`src/rtl/proc_pkg.sv`:
```
// Shared opcode, ALU-op and register constants for the execute/memory path,
// plus the rstatus code lookup used for overflow substitution.
package proc_pkg;

  localparam logic [4:0] OP_RTYPE = 5'b00000;
  localparam logic [4:0] OP_J     = 5'b00001;
  localparam logic [4:0] OP_BNE   = 5'b00010;
  localparam logic [4:0] OP_JAL   = 5'b00011;
  localparam logic [4:0] OP_JR    = 5'b00100;
  localparam logic [4:0] OP_ADDI  = 5'b00101;
  localparam logic [4:0] OP_BLT   = 5'b00110;
  localparam logic [4:0] OP_SW    = 5'b00111;
  localparam logic [4:0] OP_LW    = 5'b01000;
  localparam logic [4:0] OP_SETX  = 5'b10101;

  localparam logic [4:0] ALU_ADD = 5'b00000;
  localparam logic [4:0] ALU_SUB = 5'b00001;

  localparam logic [31:0] RSTATUS_ADD  = 32'd1;
  localparam logic [31:0] RSTATUS_ADDI = 32'd2;
  localparam logic [31:0] RSTATUS_SUB  = 32'd3;

  localparam logic [4:0] REG_RSTATUS = 5'd30;
  localparam logic [4:0] REG_RA      = 5'd31;

  typedef struct packed {
    logic [31:0] result;
    logic [4:0]  rd;
    logic        wren;
    logic        mem_we;
    logic        mem_re;
  } wb_t;

  // Zero means the instruction has no overflow-reporting form.
  function automatic logic [31:0] rstatus_code(input logic [4:0] insn_op,
                                               input logic [4:0] alu_op);
    if (insn_op == OP_RTYPE && alu_op == ALU_ADD) return RSTATUS_ADD;
    if (insn_op == OP_RTYPE && alu_op == ALU_SUB) return RSTATUS_SUB;
    if (insn_op == OP_ADDI) return RSTATUS_ADDI;
    return 32'd0;
  endfunction

endpackage

```
`src/rtl/ex_mem_stage_squash_ctr.sv`:
```
// Wrong-path squash counter: loads DEPTH on a taken redirect, counts down
// once per pipeline advance, never underflows, cleared by flush.
module squash_ctr #(
  parameter int DEPTH = 2
) (
  input  logic       clock,
  input  logic       reset,
  input  logic       load,
  input  logic       advance,
  input  logic       clear,
  output logic [2:0] count,
  output logic       active
);

  logic [2:0] count_reg;

  always_ff @(posedge clock or negedge reset) begin
    if (!reset) begin
      count_reg <= 3'd0;
    end else if (clear) begin
      count_reg <= 3'd0;
    end else if (advance) begin
      if (load)
        count_reg <= 3'(DEPTH);
      else if (count_reg != 3'd0)
        count_reg <= count_reg - 3'd1;
    end
  end

  assign count  = count_reg;
  assign active = (count_reg != 3'd0);

endmodule

```
`src/rtl/ex_mem_stage.sv`:
```
// Execute/memory pipeline latch: resolves branches and jumps, substitutes
// rstatus writes on ALU overflow, and squashes wrong-path instructions.
module ex_mem_stage
  import proc_pkg::*;
#(
  parameter int SQUASH_DEPTH = 2
) (
  input  logic        clock,
  input  logic        reset,
  input  logic        stall,
  input  logic        flush,
  input  logic        in_valid,
  input  logic [31:0] in_pc,
  input  logic [4:0]  in_insn_op,
  input  logic [4:0]  in_alu_op,
  input  logic [4:0]  in_rd,
  input  logic [31:0] in_target,
  input  logic [31:0] in_store_data,
  input  logic [31:0] alu_result,
  input  logic        alu_ne,
  input  logic        alu_lt,
  input  logic        alu_ovf,
  output logic        out_valid,
  output logic [31:0] out_result,
  output logic [4:0]  out_rd,
  output logic        out_wren,
  output logic        out_mem_we,
  output logic        out_mem_re,
  output logic [31:0] out_store_data,
  output logic        redirect,
  output logic [31:0] redirect_pc,
  output logic        squash_active
);

  logic        advance;
  logic        accept;
  logic        taken;
  logic [2:0]  squash_count;
  logic [31:0] ovf_code;
  wb_t         wb;

  assign advance = !stall;
  assign accept  = advance && in_valid && (squash_count == 3'd0) && !flush;

  always_comb begin
    taken = 1'b0;
    case (in_insn_op)
      OP_BNE:              taken = alu_ne;
      OP_BLT:              taken = alu_lt;
      OP_J, OP_JAL, OP_JR: taken = 1'b1;
      default:             taken = 1'b0;
    endcase
  end

  assign ovf_code = rstatus_code(in_insn_op, in_alu_op);

  always_comb begin
    wb = '{result: alu_result, rd: in_rd, wren: 1'b0, mem_we: 1'b0, mem_re: 1'b0};
    case (in_insn_op)
      OP_RTYPE, OP_ADDI: wb.wren = (in_rd != 5'd0);
      OP_LW: begin
        wb.mem_re = 1'b1;
        wb.wren   = (in_rd != 5'd0);
      end
      OP_SW:  wb.mem_we = 1'b1;
      OP_JAL: begin
        wb.rd     = REG_RA;
        wb.result = in_pc + 32'd1;
        wb.wren   = 1'b1;
      end
      OP_SETX: begin
        wb.rd     = REG_RSTATUS;
        wb.result = in_target;
        wb.wren   = 1'b1;
      end
      default: ;
    endcase
    // Overflow on an arithmetic op reports into rstatus instead of rd.
    if (alu_ovf && ovf_code != 32'd0) begin
      wb.rd     = REG_RSTATUS;
      wb.result = ovf_code;
      wb.wren   = 1'b1;
    end
  end

  always_ff @(posedge clock or negedge reset) begin
    if (!reset) begin
      out_valid      <= 1'b0;
      out_result     <= 32'd0;
      out_rd         <= 5'd0;
      out_wren       <= 1'b0;
      out_mem_we     <= 1'b0;
      out_mem_re     <= 1'b0;
      out_store_data <= 32'd0;
      redirect       <= 1'b0;
      redirect_pc    <= 32'd0;
    end else if (flush) begin
      out_valid  <= 1'b0;
      out_wren   <= 1'b0;
      out_mem_we <= 1'b0;
      out_mem_re <= 1'b0;
      redirect   <= 1'b0;
    end else if (stall) begin
      redirect <= 1'b0;
    end else begin
      out_valid  <= accept;
      out_wren   <= accept && wb.wren;
      out_mem_we <= accept && wb.mem_we;
      out_mem_re <= accept && wb.mem_re;
      redirect   <= accept && taken;
      if (accept) begin
        out_result     <= wb.result;
        out_rd         <= wb.rd;
        out_store_data <= in_store_data;
      end
      if (accept && taken)
        redirect_pc <= in_target;
    end
  end

  squash_ctr #(.DEPTH(SQUASH_DEPTH)) u_squash_ctr (
    .clock   (clock),
    .reset   (reset),
    .load    (accept && taken),
    .advance (advance),
    .clear   (flush),
    .count   (squash_count),
    .active  (squash_active)
  );

endmodule

```
`config.mk`:
```
export PLATFORM = sky130hd
export DESIGN_NAME = ex_mem_stage
export DESIGN_NICKNAME = d
export VERILOG_FILES = /design/src/rtl/proc_pkg.sv /design/src/rtl/ex_mem_stage_squash_ctr.sv /design/src/rtl/ex_mem_stage.sv
export SDC_FILE = /design/constraint.sdc
export NUM_CORES = 1
export LEC_CHECK = 0
export CORE_MARGIN = 4
export CORE_UTILIZATION = 38
export CTS_CLUSTER_SIZE = 8
export DETAILED_ROUTE_END_ITERATION = 16
export PLACE_DENSITY_LB_ADDON = 0.08
export SYNTH_ARGS = -nofsm -noshare
export SYNTH_HDL_FRONTEND = slang
export SYNTH_SLANG_ARGS = --single-unit
```
`constraint.sdc`:
```
create_clock -name clock -period 2.11 [get_ports clock]
set_clock_uncertainty 0.05 [all_clocks]
set_input_delay 0.3165 -clock clock [delete_from_list [all_inputs] [get_ports clock]]
set_output_delay 0.3165 -clock clock [all_outputs]
set_load 0.02 [all_outputs]
```
### Word-level counts from Yosys, hierarchy flattened

Index checks and enable logic that the tools add are counted.

| word-level totals | value |
|---|---|
| flip-flop bits (word level) | 109 |
| latch bits | 0 |
| memory bits (writable) | 0 |
| memory bits (read-only) | 0 |
| output and inout bits | 107 |
| logic and storage cells | 82 |
| memories kept | 0 |

| cells by class | value |
|---|---|
| $add $sub $neg | 2 |
| multipliers | 0 |
| divide/modulo/power cells | 0 |
| magnitude comparators | 0 |
| equal/unequal tests | 11 |
| shift operators | 0 |
| muxes and demuxes | 32 |
| bitwise gates (word level) | 2 |
| reductions and logical operators | 25 |

Operators with widths:

| kind | number |
|---|---|
| 32-bit two-way mux | 6 |
| 37-bit case mux with 2 select lines | 1 |
| 38-bit two-way mux | 1 |
| 32-bit by 1-bit adder with 32-bit output (second input constant) | 1 |
| 32-bit nonzero test | 1 |
| 5-bit by 3-bit == test with 1-bit output (second input constant) | 4 |
| 1-bit two-way mux | 18 |
| 3-bit two-way mux | 4 |
| 5-bit by 1-bit == test with 1-bit output (second input constant) | 2 |
| 5-bit by 2-bit == test with 1-bit output (second input constant) | 2 |
| 1-bit logical AND | 10 |
| 5-bit zero test | 2 |
| 3-bit AND reduction | 2 |
| 3-bit nonzero test | 2 |
| 3-bit OR reduction | 2 |
| 5-bit by 4-bit == test with 1-bit output (second input constant) | 1 |
| 5-bit == test (second input constant) | 1 |
| 5-bit nonzero test | 1 |
| 3-bit zero test | 1 |
| 1-bit case mux with 3 select lines | 1 |
| 3-bit by 1-bit subtractor with 3-bit output (second input constant) | 1 |
| 1-bit zero test | 2 |
| 2-bit by 1-bit != test with 1-bit output (second input constant) | 1 |
| 1-bit NOT | 2 |
| 3 further kinds | 3 |

### Longest topological paths before layout

Gate-level depths: netlist of run 1.

| logic depth | value |
|---|---|
| depth after elaboration | 15 |
| mapped depth | 9 |
| depth with buffers taken out | 8 |

### Modules after synthesis

From an unflattened synthesis of run 1, not the netlist that was laid out.

| second synthesis, totals | value |
|---|---|
| cells, all modules | 611 |
| area, all modules | 5642.9 um^2 |

Modules (own cells, without submodules):

| module | instances | cells each | area an instance (um^2) | seq. area each (um^2) |
|---|---|---|---|---|
| ex_mem_stage | 1 | 589 | 5446.5 | 2652.5 |
| squash_ctr | 1 | 22 | 196.4 | 75.1 |

### Least setup slack after synthesis of run 1

Ideal clock, no wire load.

| path | value |
|---|---|
| kind | register to register |
| from | reg u_squash_ctr.count_reg[0], in the netlist u_squash_ctr.count[0] |
| to | reg redirect_pc[23] |
| library setup time | 0.128 ns |
| arrival | 1.936 ns |
| setup slack | -0.004 ns |
| stages on the path, launching flop included | 9 |
| buffers on the path | 1 |
| period minus slack after synthesis | 2.114 ns |
| cells stage by stage | dfrtp_1 > inv_1 > ha_1 > ha_1 > nand4bb_1 > nor3_2 > o31ai_4 > buf_2 > mux2_1 |

| on the way | value |
|---|---|
| longest elaborated chain between the ends | 5 |

Ends and longest elaborated chain:

| item | RTL line | RTL |
|---|---|---|
| start, declared | ex_mem_stage_squash_ctr.sv:15 | `logic [2:0] count_reg;` |
| start signal, assigned | ex_mem_stage_squash_ctr.sv:24 | `count_reg <= 3'(DEPTH);` |
| start signal, assigned | ex_mem_stage_squash_ctr.sv:26 | `count_reg <= count_reg - 3'd1;` |
| 3-bit zero test | ex_mem_stage.sv:43 | `assign accept = advance && in_valid && (squash_count == 3'd0) && !flush;` |
| 1-bit logical AND (2 in a row) | ex_mem_stage.sv:43 |  |
| 1-bit logical AND | ex_mem_stage.sv:116 | `if (accept && taken)` |
| 3-bit AND reduction (no line) | -- |  |
| end signal, assigned | ex_mem_stage.sv:117 | `redirect_pc <= in_target;` |
| end, declared | ex_mem_stage.sv:31 | `output logic [31:0] redirect_pc,` |

Every way passes these cells.
A chain may end at the register's enable or synchronous reset.

### Worst setup path after layout of run 1

| path | value |
|---|---|
| from | reg u_squash_ctr.count_reg[1], in the netlist u_squash_ctr.count[1] |
| to | reg redirect_pc[12] |

Same word-level chain as after synthesis.

==> results by group, run 1 <==
Placed design
  – HPWL Detailed: 15020 um
  – Place WS: -0.4351 ns
  – Port bufs: 257
  – Placed cell count: 1038
  – GP Congestion: roughly 0.9
  – DP Area: 0.008934 mm2

Clocking
  – H-tree Lvls: 3
  – Worst skew pair latency: 0.35 ns
  – CTS Buf Count: 9
  – Root Driver: clkbuf_16
  – TritonCTS clock tree: yes
  – Max Root-Sink Buffers: 2
  – Clk sinks: 109
  – Worst-path clk slew: 0.08 ns
  – Hold_buf cts: 0

Yosys
  – Synth area leaders: dfrtp_1, nand2_1, mux2_2
  – Multiplexer share of the synthesized area: 0.06488
  – Main flop type after synthesis: dfrtp_1
  – Largest family of logic cells by synthesized area: simple AND/OR/NAND/NOR gates
  – Mapped cell area: 0.005554 mm2
  – Adder-Cell Fraction of Synth Area: 0.006758
  – Simple-Gate Fraction of Synth Area: 0.2034
  – Syn. warnings: 0
  – Async SR Flop Fraction: 1.000
  – EDFF count, synth: 0
  – Synth cell types: 63
  – Syn Nets: just over 700
  – Xor-xnor portion of the synthesized cell area: 0.03785
  – Top cell type's share of synthesized area: 0.4911
  – Compound-Gate Fraction of Synth Area: 0.1586
  – Post-Syn Instances: between 500 and 600
  – Synth Register Bits: between 100 and 150
  – Mean Syn Cell Area: 9.883 um2
  – Biggest area consumer among synthesized cells: dfrtp_1
  – Sequential cell area fraction in the yosys report: 0.4911

Critical path
  – CP required: 2.30 ns
  – Crit path launch: u_squash_ctr.count[1]
  – CP Cell Sequence: inv_2, ha_4, ha_4, nand4bb_4, buf_6, nor3_4, o31ai_4, buf_12, mux2_4
  – Startpoint type of the worst setup path: flop
  – CP max stage cell: dfrtp_1
  – Reg2reg end: redirect_pc[12]
  – Crit path DAT: 2.31 ns
  – Reg2reg setup slack: -0.003 ns
  – CP max FO: 18
  – Max stage delay on crit path: roughly 0.39 ns
  – Worst r2r src: u_squash_ctr.count[1]
  – Critical path endpoint: redirect_pc[12]
  – Setup CP Type: reg -> reg
  – R2R depth: 9
  – Cell mode on critical path: ha_4
  – Crit end category: flop

Global routing
  – Pin count of the biggest net entering global routing: 110
  – First-pass GRT wire length: 30950 um
  – Vias in the first global route: approximately 5900
  – Grt ovf: 0
  – Initial antenna violation count: 0
  – All-layer global routing usage: 0.2361

STA
  – Slew of the pin with the lowest slew margin: 0.6755 ns
  – Crit share post-route: 1.002
  – Final Hold Vio Count: 31
  – Slew HR: 0.5497
  – Highest Clock Rate: 473.2 MHz
  – Max-slew violations: 0
  – Final setup fails: 1
  – Shortest period the worst path allows: 2.113 ns
  – Setup WS post-layout: -0.003211 ns
  – Hold slack: -0.07232 ns
  – RSZ-0062 raised after global routing: yes

Finish
  – Number of fill cells: ~1100
  – Non-filler cells, final: 1062
  – Leading registers by flop count: out_result: 32 flops, out_store_data: 32 flops, redirect_pc: 32 flops
  – # nets final: 1031
  – Ant. Diodes: 0
  – Share of post-route cells with drive strength above 1: 0.1848
  – Most frequent cells in the layout: clkdlybuf4s50_1, nand2_1, dfrtp_1
  – Area Overhead vs Synth: 69.70%
  – Core Util, Final: 0.6686
  – Post-layout instance area: between 0.009 and 0.01 mm2
  – Commonest non-fill, non-tap cell in the layout: clkdlybuf4s50_1

Floorplan
  – Core area: 0.01410 mm2
  – Die height: approximately 130 um
  – Die area: 0.01661 mm2
  – Die width: 128.9 um
  – IO Count: around 260
  – Row cnt: 43
  – Starting Density: 0.3940

Status
  – Run status: finished, violations left
  – Failing checks: negative hold slack, negative setup slack

Power and ir drop
  – Static leakage: between 0.004 and 0.005 uW
  – Power Density: around 1100 mW/mm2
  – VDD IR max: 0.5693 mV

Hold path
  – Tightest Hold Check Type: in -> async

Drt
  – ANT nets after route: 0
  – DRT Wirelength: 19490 um
  – Initial DRC count: 229
  – Drt wl/cell: about 18 um
  – Vias: 5575
  – First-pass DRT Iterations: 4
  – Post-DR vias/cell: between 5 and 6
  – Drt drc: 0

Run
  – Max-Cap Viols: 0
[critical path, delay by kind of cell (launching register included)]
| family | cells | cell delay, ns |
|---|---|---|
| adder cells (fa/ha/maj) | 2 | 0.28 |
| AO/OA/AOI/OAI | 1 | 0.16 |
| AND/OR/NAND/NOR | 2 | 0.38 |
| flip-flops | 1 | 0.39 |
| buffers and inverters | 3 | 0.43 |
| multiplexers | 1 | 0.30 |
[how the worst min path moves through the flow]
| stage | endpoint | depth (start not counted) | from |
|---|---|---|---|
| 2_1_floorplan | out_mem_re | 0 | reset |
| 3_3_place_gp | out_store_data[22] | 2 | reset |
| 3_5_place_dp | out_store_data[14] | 2 | reset |
| 4_1_cts | out_store_data[14] | 2 | reset |
| 5_1_grt | out_store_data[14] | 2 | reset |
| 6_report | out_store_data[14] | 2 | reset |
[metrics by stage]
stage / setup TNS (ns) / power [uW]
3_5_place_dp: -18.23 / 8476
6_report: -0.003211 / 10340
3_3_place_gp: -15.25 / 8333
5_1_grt: -2.075 / 10950
4_1_cts: -0.04662 / 10380
2_1_floorplan: 0 / 5726
[synth_stat cells, types with 3 or more instances]
master,count
o31ai_2,3
a21oi_1,30
and3_1,5
and4_1,4
o31ai_1,6
a221o_1,3
a221oi_1,12
xor2_1,9
nand3b_1,4
mux2_2,24
o21ai_0,18
clkbuf_1,19
dfrtp_1,109
nand4_1,7
o21ai_1,4
nand2_1,134
a31oi_1,4
inv_1,10
ha_1,3
nor4_1,5
mux2_1,8
nor3_1,16
buf_2,15
a22o_1,14
nand3_1,8
a22oi_1,16
nor2_1,10
xnor2_1,15
[cells by family after synthesis]
group	after synthesis
compound gates	124
xor+xnor	24
fa+ha+maj	3
buf+inv	47
flops	109
mux	32
simple gates	223
[what timing repair did]
action | in CTS | in global routing
pin swaps | 1 | 4
setup buffers | 6 | 2
resized for setup | 11 | 19
gates cloned | 1 | 0
endpoints found under the setup margin | 63 | 45
[final cells by class]
cell class	instances	area [um2]	share of cell area
tap	180	225.2	0.02389
clock buffer	9	225.2	0.02389
multi-input combinational	406	2751	0.2919
timing repair buffer	340	3372	0.3578
clock inverter	7	82.58	0.008761
sequential	109	2728	0.2894
inverter	11	41.29	0.004381
[power breakdown]
group	total (uW)	leakage, uW	internal, uW	switching (uW)
sequential	3470	0.00139	2970	499
combinational	5110	0.00259	2610	2490
clock	1760	0.000144	938	821
total	10300	0.00412	6530	3810
[metal layers]
layer  global-route usage  up-vias  share of wire  wire [um]
met2               0.4034      204           0.49       9622
met4              0.08153        0          0.023        447
li1                     -     2653              -          -
met5                    0        -              0          0
met1               0.2917     2691           0.41       7972
met3              0.05812       27          0.074       1447
Power figures use the tool's default switching activity.
==> run 2: changes to the inputs <==
MAX_ROUTING_LAYER = met4   (was unset)
SKIP_LAST_GASP = 1   (was unset)
==> run 2 against run 1 <==
The run still ends with negative hold slack, negative setup slack left. Fmax shrank 3.0%. Final area grew 0.69%. Largest power group unchanged. Critical endpoint is now redirect_pc[23]. Worst setup slack lost 0.066 ns. Sequential share of layout area shrank 0.20 points.
==> results by group, run 2 (synthesis gave the netlist of run 1 again) <==
Status
  – Run status: finished, violations left
  – Failing checks: negative hold slack, negative setup slack

Critical path
  – Reg2reg end: redirect_pc[23]
  – Startpoint type of the worst setup path: flop
  – Setup CP Type: reg -> reg
  – Crit path DAT: between 2 and 2.5 ns
  – Critical path endpoint: redirect_pc[23]
  – Worst r2r src: u_squash_ctr.count[1]
  – CP max FO: 8
  – Reg2reg setup slack: -0.07 ns
  – Crit end category: flop
  – Crit path launch: u_squash_ctr.count[1]
  – R2R depth: 10
  – CP required: around 2.3 ns

STA
  – Crit share post-route: 1.033
  – Slew of the pin with the lowest slew margin: 0.5959 ns
  – Final setup fails: 32
  – Highest Clock Rate: 458.8 MHz
  – Sum of negative setup slack: -1.312 ns
  – Shortest period the worst path allows: about 2.2 ns
  – Final Hold Vio Count: 12
  – Max-slew violations: 0
  – Hold slack: -0.02241 ns
  – Setup WS post-layout: -0.06948 ns
  – Slew HR: 0.6028
  – RSZ-0062 raised after global routing: yes

Global routing
  – Grt ovf: 0
  – Initial antenna violation count: 0
  – Vias in the first global route: 5910
  – First-pass GRT wire length: 30860 um
  – Pin count of the biggest net entering global routing: 110
  – All-layer global routing usage: 0.2433

Floorplan
  – IO Count: approximately 260
  – Die width: 128.9 um
  – Die area: 0.01661 mm2
  – Core area: 0.01410 mm2
  – Die height: 128.9 um
  – Starting Density: 0.3940
  – Row cnt: 43

Clocking
  – Worst-path clk slew: ~0.080 ns
  – Max Root-Sink Buffers: 2
  – Root Driver: clkbuf_16
  – Hold_buf cts: 0
  – H-tree Lvls: 3
  – TritonCTS clock tree: yes
  – Clk sinks: 109
  – CTS Buf Count: 9
  – Worst skew pair latency: 0.35 ns

Drt
  – Post-DR vias/cell: 5.265
  – ANT nets after route: 0
  – Drt wl/cell: 18.69 um
  – First-pass DRT Iterations: 4
  – Vias: 5613
  – Initial DRC count: 286
  – DRT Wirelength: 19930 um
  – Drt drc: 0

Power and ir drop
  – Seq pwr share: 0.335
  – Clock Power Share: 0.170
  – Static leakage: 0.004155 uW
  – Int Power: 6527 uW
  – VDD IR max: roughly 0.57 mV
  – Net Sw Frac: 0.3698
  – Overall Power: between 10000 and 15000 uW
  – Power Density: 1091 mW/mm2
  – Combinational fraction of design power: 0.495
  – P_sw: 3830 uW

Finish
  – Ant. Diodes: 0
  – Share of post-route cells with drive strength above 1: 0.1874
  – Most frequent cells in the layout: clkdlybuf4s50_1, nand2_1, dfrtp_1
  – Commonest non-fill, non-tap cell in the layout: clkdlybuf4s50_1
  – Non-filler cells, final: 1066
  – Multi-input gate area: 0.002748 mm2
  – # nets final: between 1000 and 1500
  – Area Overhead vs Synth: 70.87%
  – Register area: roughly 0.0027 mm2
  – Number of fill cells: 1142
  – Leading registers by flop count: out_result: 32 flops, out_store_data: 32 flops, redirect_pc: 32 flops

Hold path
  – Tightest Hold Check Type: in -> async

Placed design
  – Port bufs: 257
  – GP Congestion: 0.8971
  – Placed cell count: 1038
  – HPWL Detailed: around 15000 um

Run
  – Max-Cap Viols: 0
-- run 2: cell types whose count changed in the layout (fill, tap and decap cells not counted), sizes merged --
cell	before	now
clkdlybuf4s50	253	254
buf	83	86
dlygate4sd2	1	0
clkbuf	11	12
-- run 2: worst max-delay path: stages (launching register included) --
cell,delay (ns)
dfrtp_1,0.39
inv_2,0.08
ha_4,0.14
ha_4,0.14
nand4bb_4,0.14
buf_6,0.15
nor3_4,0.23
o31ai_4,0.12
buf_6,0.16
buf_12,0.15
mux2_1,0.30
-- run 2: layout make-up --
class | instances | area share
clock inverters | 7 | 0.008701
multi-input cells | 406 | 0.2895
inverters | 11 | 0.004351
repair buffers | 344 | 0.3626
clock buffers | 9 | 0.02373
flip-flops and latches | 109 | 0.2874
well taps | 180 | 0.02373
-- run 2: power groups by stage --
stage / Sequential [uW] / Combinational [uW] / Clock (uW)
detailed placement: 3500 / 4970 / 0
finish: 3470 / 5120 / 1760
global route: 3580 / 5480 / 1890
global placement: 3450 / 4880 / 0
floorplan: 4510 / 1210 / 0
CTS: 3470 / 5100 / 1810
-- run 2: what timing repair did --
| item | in CTS | in global routing |
|---|---|---|
| setup buffers | 6 | 4 |
| pin swaps | 1 | 6 |
| gates resized for setup | 8 | 19 |
| cloned | 1 | 2 |
| setup endpoints to repair | 63 | 46 |
-- run 2: layer usage --
layer | track usage | up-vias | routed length, um
met5 | - | - | 0
met4 | 0.08030 | 0 | 459
met3 | 0.04068 | 31 | 1272
met2 | 0.4055 | 218 | 9872
met1 | 0.3015 | 2703 | 8323
li1 | - | 2661 | -
-- run 2: how the worst min path moves through the flow --
stage / startpoint / to / slack, ns / cells after the start
2_1_floorplan: reset / out_mem_re / -0.03 / 0
3_3_place_gp: reset / out_store_data[22] / 0.39 / 2
3_5_place_dp: reset / out_store_data[14] / 0.40 / 2
4_1_cts: reset / out_store_data[14] / 0.01 / 2
5_1_grt: reset / out_store_data[14] / 0.04 / 2
6_report: reset / out_store_data[14] / -0.02 / 2
-- run 2: stage by stage --
step | utilization | area [um2] | setup WS, ns
floorplan | - | 5573 | 0.02513
global placement | 0.6338 | 8934 | -0.3553
detailed placement | 0.6338 | 8934 | -0.4351
CTS | 0.6647 | 9370 | -0.05275
global route | 0.6733 | 9490 | -0.1515
finish | 0.6733 | 9490 | -0.06948
==> run 3: changes to the inputs <==
CORE_UTILIZATION = 45   (was 38)
DONT_BUFFER_PORTS = 1   (was unset)
==> run 3 against run 2 <==
The flow finishes with violations (negative hold slack). Flip-flop and latch count stayed put. Critical path depth down 2. Clock-buffer cell count grew 1. Non-clock buffer count decreased by 314. Fmax grew 6.5%. Sequential power grew 37%.
==> results by group, run 3 (synthesis gave the netlist of run 1 again) <==
Drt
  – Vias: approximately 4400
  – Post-DR vias/cell: roughly 5.9
  – Initial DRC count: 237
  – DRT Wirelength: 16720 um
  – Drt drc: 0
  – Drt wl/cell: 22.60 um
  – ANT nets after route: 0
  – First-pass DRT Iterations: 4

Critical path
  – Setup CP Type: reg -> reg
  – CP max stage cell: dfrtp_1
  – Crit path max-delay family: flip-flops
  – Startpoint type of the worst setup path: flop
  – CP Cell Sequence: inv_1, ha_2, ha_4, nand4bb_4, nor3_4, o31ai_4, buf_12, mux2_1
  – Crit end category: flop
  – CP max FO: 9
  – Crit path DAT: 2.22 ns
  – CP required: ~2.3 ns
  – Max stage delay on crit path: 0.40 ns
  – Critical path buffers and inverters: 2

Finish
  – Ant. Diodes: 0
  – Most frequent cells in the layout: nand2_1, dfrtp_1, a21oi_1
  – Core Util, Final: 0.5241
  – Number of fill cells: between 1000 and 1500
  – Share of post-route cells with drive strength above 1: 0.1661
  – # nets final: 721
  – Leading registers by flop count: out_result: 32 flops, out_store_data: 32 flops, redirect_pc: 32 flops
  – Area Overhead vs Synth: 13.81%
  – Commonest non-fill, non-tap cell in the layout: nand2_1
  – Post-layout instance area: 0.006321 mm2

STA
  – Max-slew violations: 0
  – Shortest period the worst path allows: 2.046 ns
  – Highest Clock Rate: 488.8 MHz
  – Final Hold Vio Count: 109
  – Setup WS post-layout: around 0.064 ns
  – Slew HR: 0.3862
  – RSZ-0062 raised after global routing: yes
  – Crit share post-route: 0.9696
  – Final setup fails: 0
  – Hold slack: -0.3920 ns
  – Slew of the pin with the lowest slew margin: slightly above 0.9 ns

Floorplan
  – Die height: 119.1 um
  – Die area: 0.01418 mm2
  – Starting Density: 0.4605
  – Core area: 0.01206 mm2
  – IO Count: 258
  – Row cnt: 40
  – Die width: 119.1 um

Placed design
  – Place WS: -0.008930 ns
  – DP Area: 0.005833 mm2
  – Port bufs: 0
  – GP Congestion: about 0.87
  – HPWL Detailed: approximately 12000 um

Power and ir drop
  – Power Density: 1275 mW/mm2
  – VDD IR max: 0.6734 mV
  – Static leakage: 0.002832 uW

Global routing
  – Grt ovf: 0
  – Vias in the first global route: ~4500
  – Pin count of the biggest net entering global routing: 110
  – Initial antenna violation count: 0
  – First-pass GRT wire length: 25470 um
  – All-layer global routing usage: 0.2336

Status
  – Run status: finished, violations left
  – Failing checks: negative hold slack

Clocking
  – TritonCTS clock tree: yes
  – Worst-path clk slew: 0.07 ns
  – CTS Buf Count: 9
  – Max Root-Sink Buffers: 2
  – Root Driver: clkbuf_16
  – Hold_buf cts: 1
  – Clk sinks: around 110
  – Worst skew pair latency: 0.34 ns
  – H-tree Lvls: 3

Hold path
  – Tightest Hold Check Type: in -> async

Run
  – Max-Cap Viols: 0
==> run 3: per-stage QoR <==
step | cells | power [uW] | setup TNS (ns) | hold slack (ns)
2_1_floorplan | 562 | 5726 | 0 | -0.02909
3_5_place_dp | 712 | 6301 | -0.02464 | -0.02657
3_3_place_gp | 712 | 6215 | 0 | -0.02661
4_1_cts | 729 | 8031 | -0.02832 | -0.4047
6_report | 740 | 8057 | 0 | -0.3920
5_1_grt | 740 | 8547 | -0.07781 | -0.4118
==> run 3: path summary, 6_finish.rpt <==
kind                                        from                     to  slack (ns)  cells past startpoint
max                        u_squash_ctr.count[0]        redirect_pc[12]        0.06                      8
min                                        reset      out_store_data[4]       -0.39                      0
max reg2reg                u_squash_ctr.count[0]        redirect_pc[12]        0.06                      8
min reg2reg                u_squash_ctr.count[2]  u_squash_ctr.count[2]        0.46                      2
max in group asynchronous                  reset         out_result[11]        2.18                      0
min in group clock             in_store_data[10]     out_store_data[10]        0.02                      2
==> run 3: cell type report <==
class                           instances  area [um2]  share of cell area
Clock inverter                          6       62.56            0.009897
Clock buffer                           10       239.0             0.03781
Inverter                               11       41.29            0.006532
Timing Repair Buffer                   30       350.3             0.05542
Tap cell                              168       210.2             0.03325
Sequential cell                       109        2728              0.4315
Multi-Input combinational cell        406        2690              0.4256
==> run 3: worst register-to-register path: cells and delay by family (launching register included) <==
kind,cells,cell delay [ns]
fa+ha+maj,2,0.35
buf+inv,2,0.27
flops,1,0.40
mux,1,0.33
compound gates,1,0.16
simple gates,2,0.39
==> run 3: power breakdown <==
part / total (uW) / switching [uW] / internal, uW
Clock: 1700 / 754 / 949
Sequential: 4740 / 1770 / 2970
Combinational: 1620 / 791 / 827
Total: 8060 / 3310 / 4740
==> run 3: what timing repair did <==
action,4_1_cts,5_1_grt
hold endpoints to repair,111,109
cloned,0,3
setup endpoints to repair,6,52
setup buffers,0,8
pin swaps,0,3
resized for setup,2,5
==> run 3: metal layers <==
layer	GRT usage	part of all wire	vias up
met4	0.07169	0.017	0
met1	0.2770	0.40	2154
met5	-	0	-
met3	0.08120	0.098	23
li1	-	-	2025
met2	0.3758	0.49	193
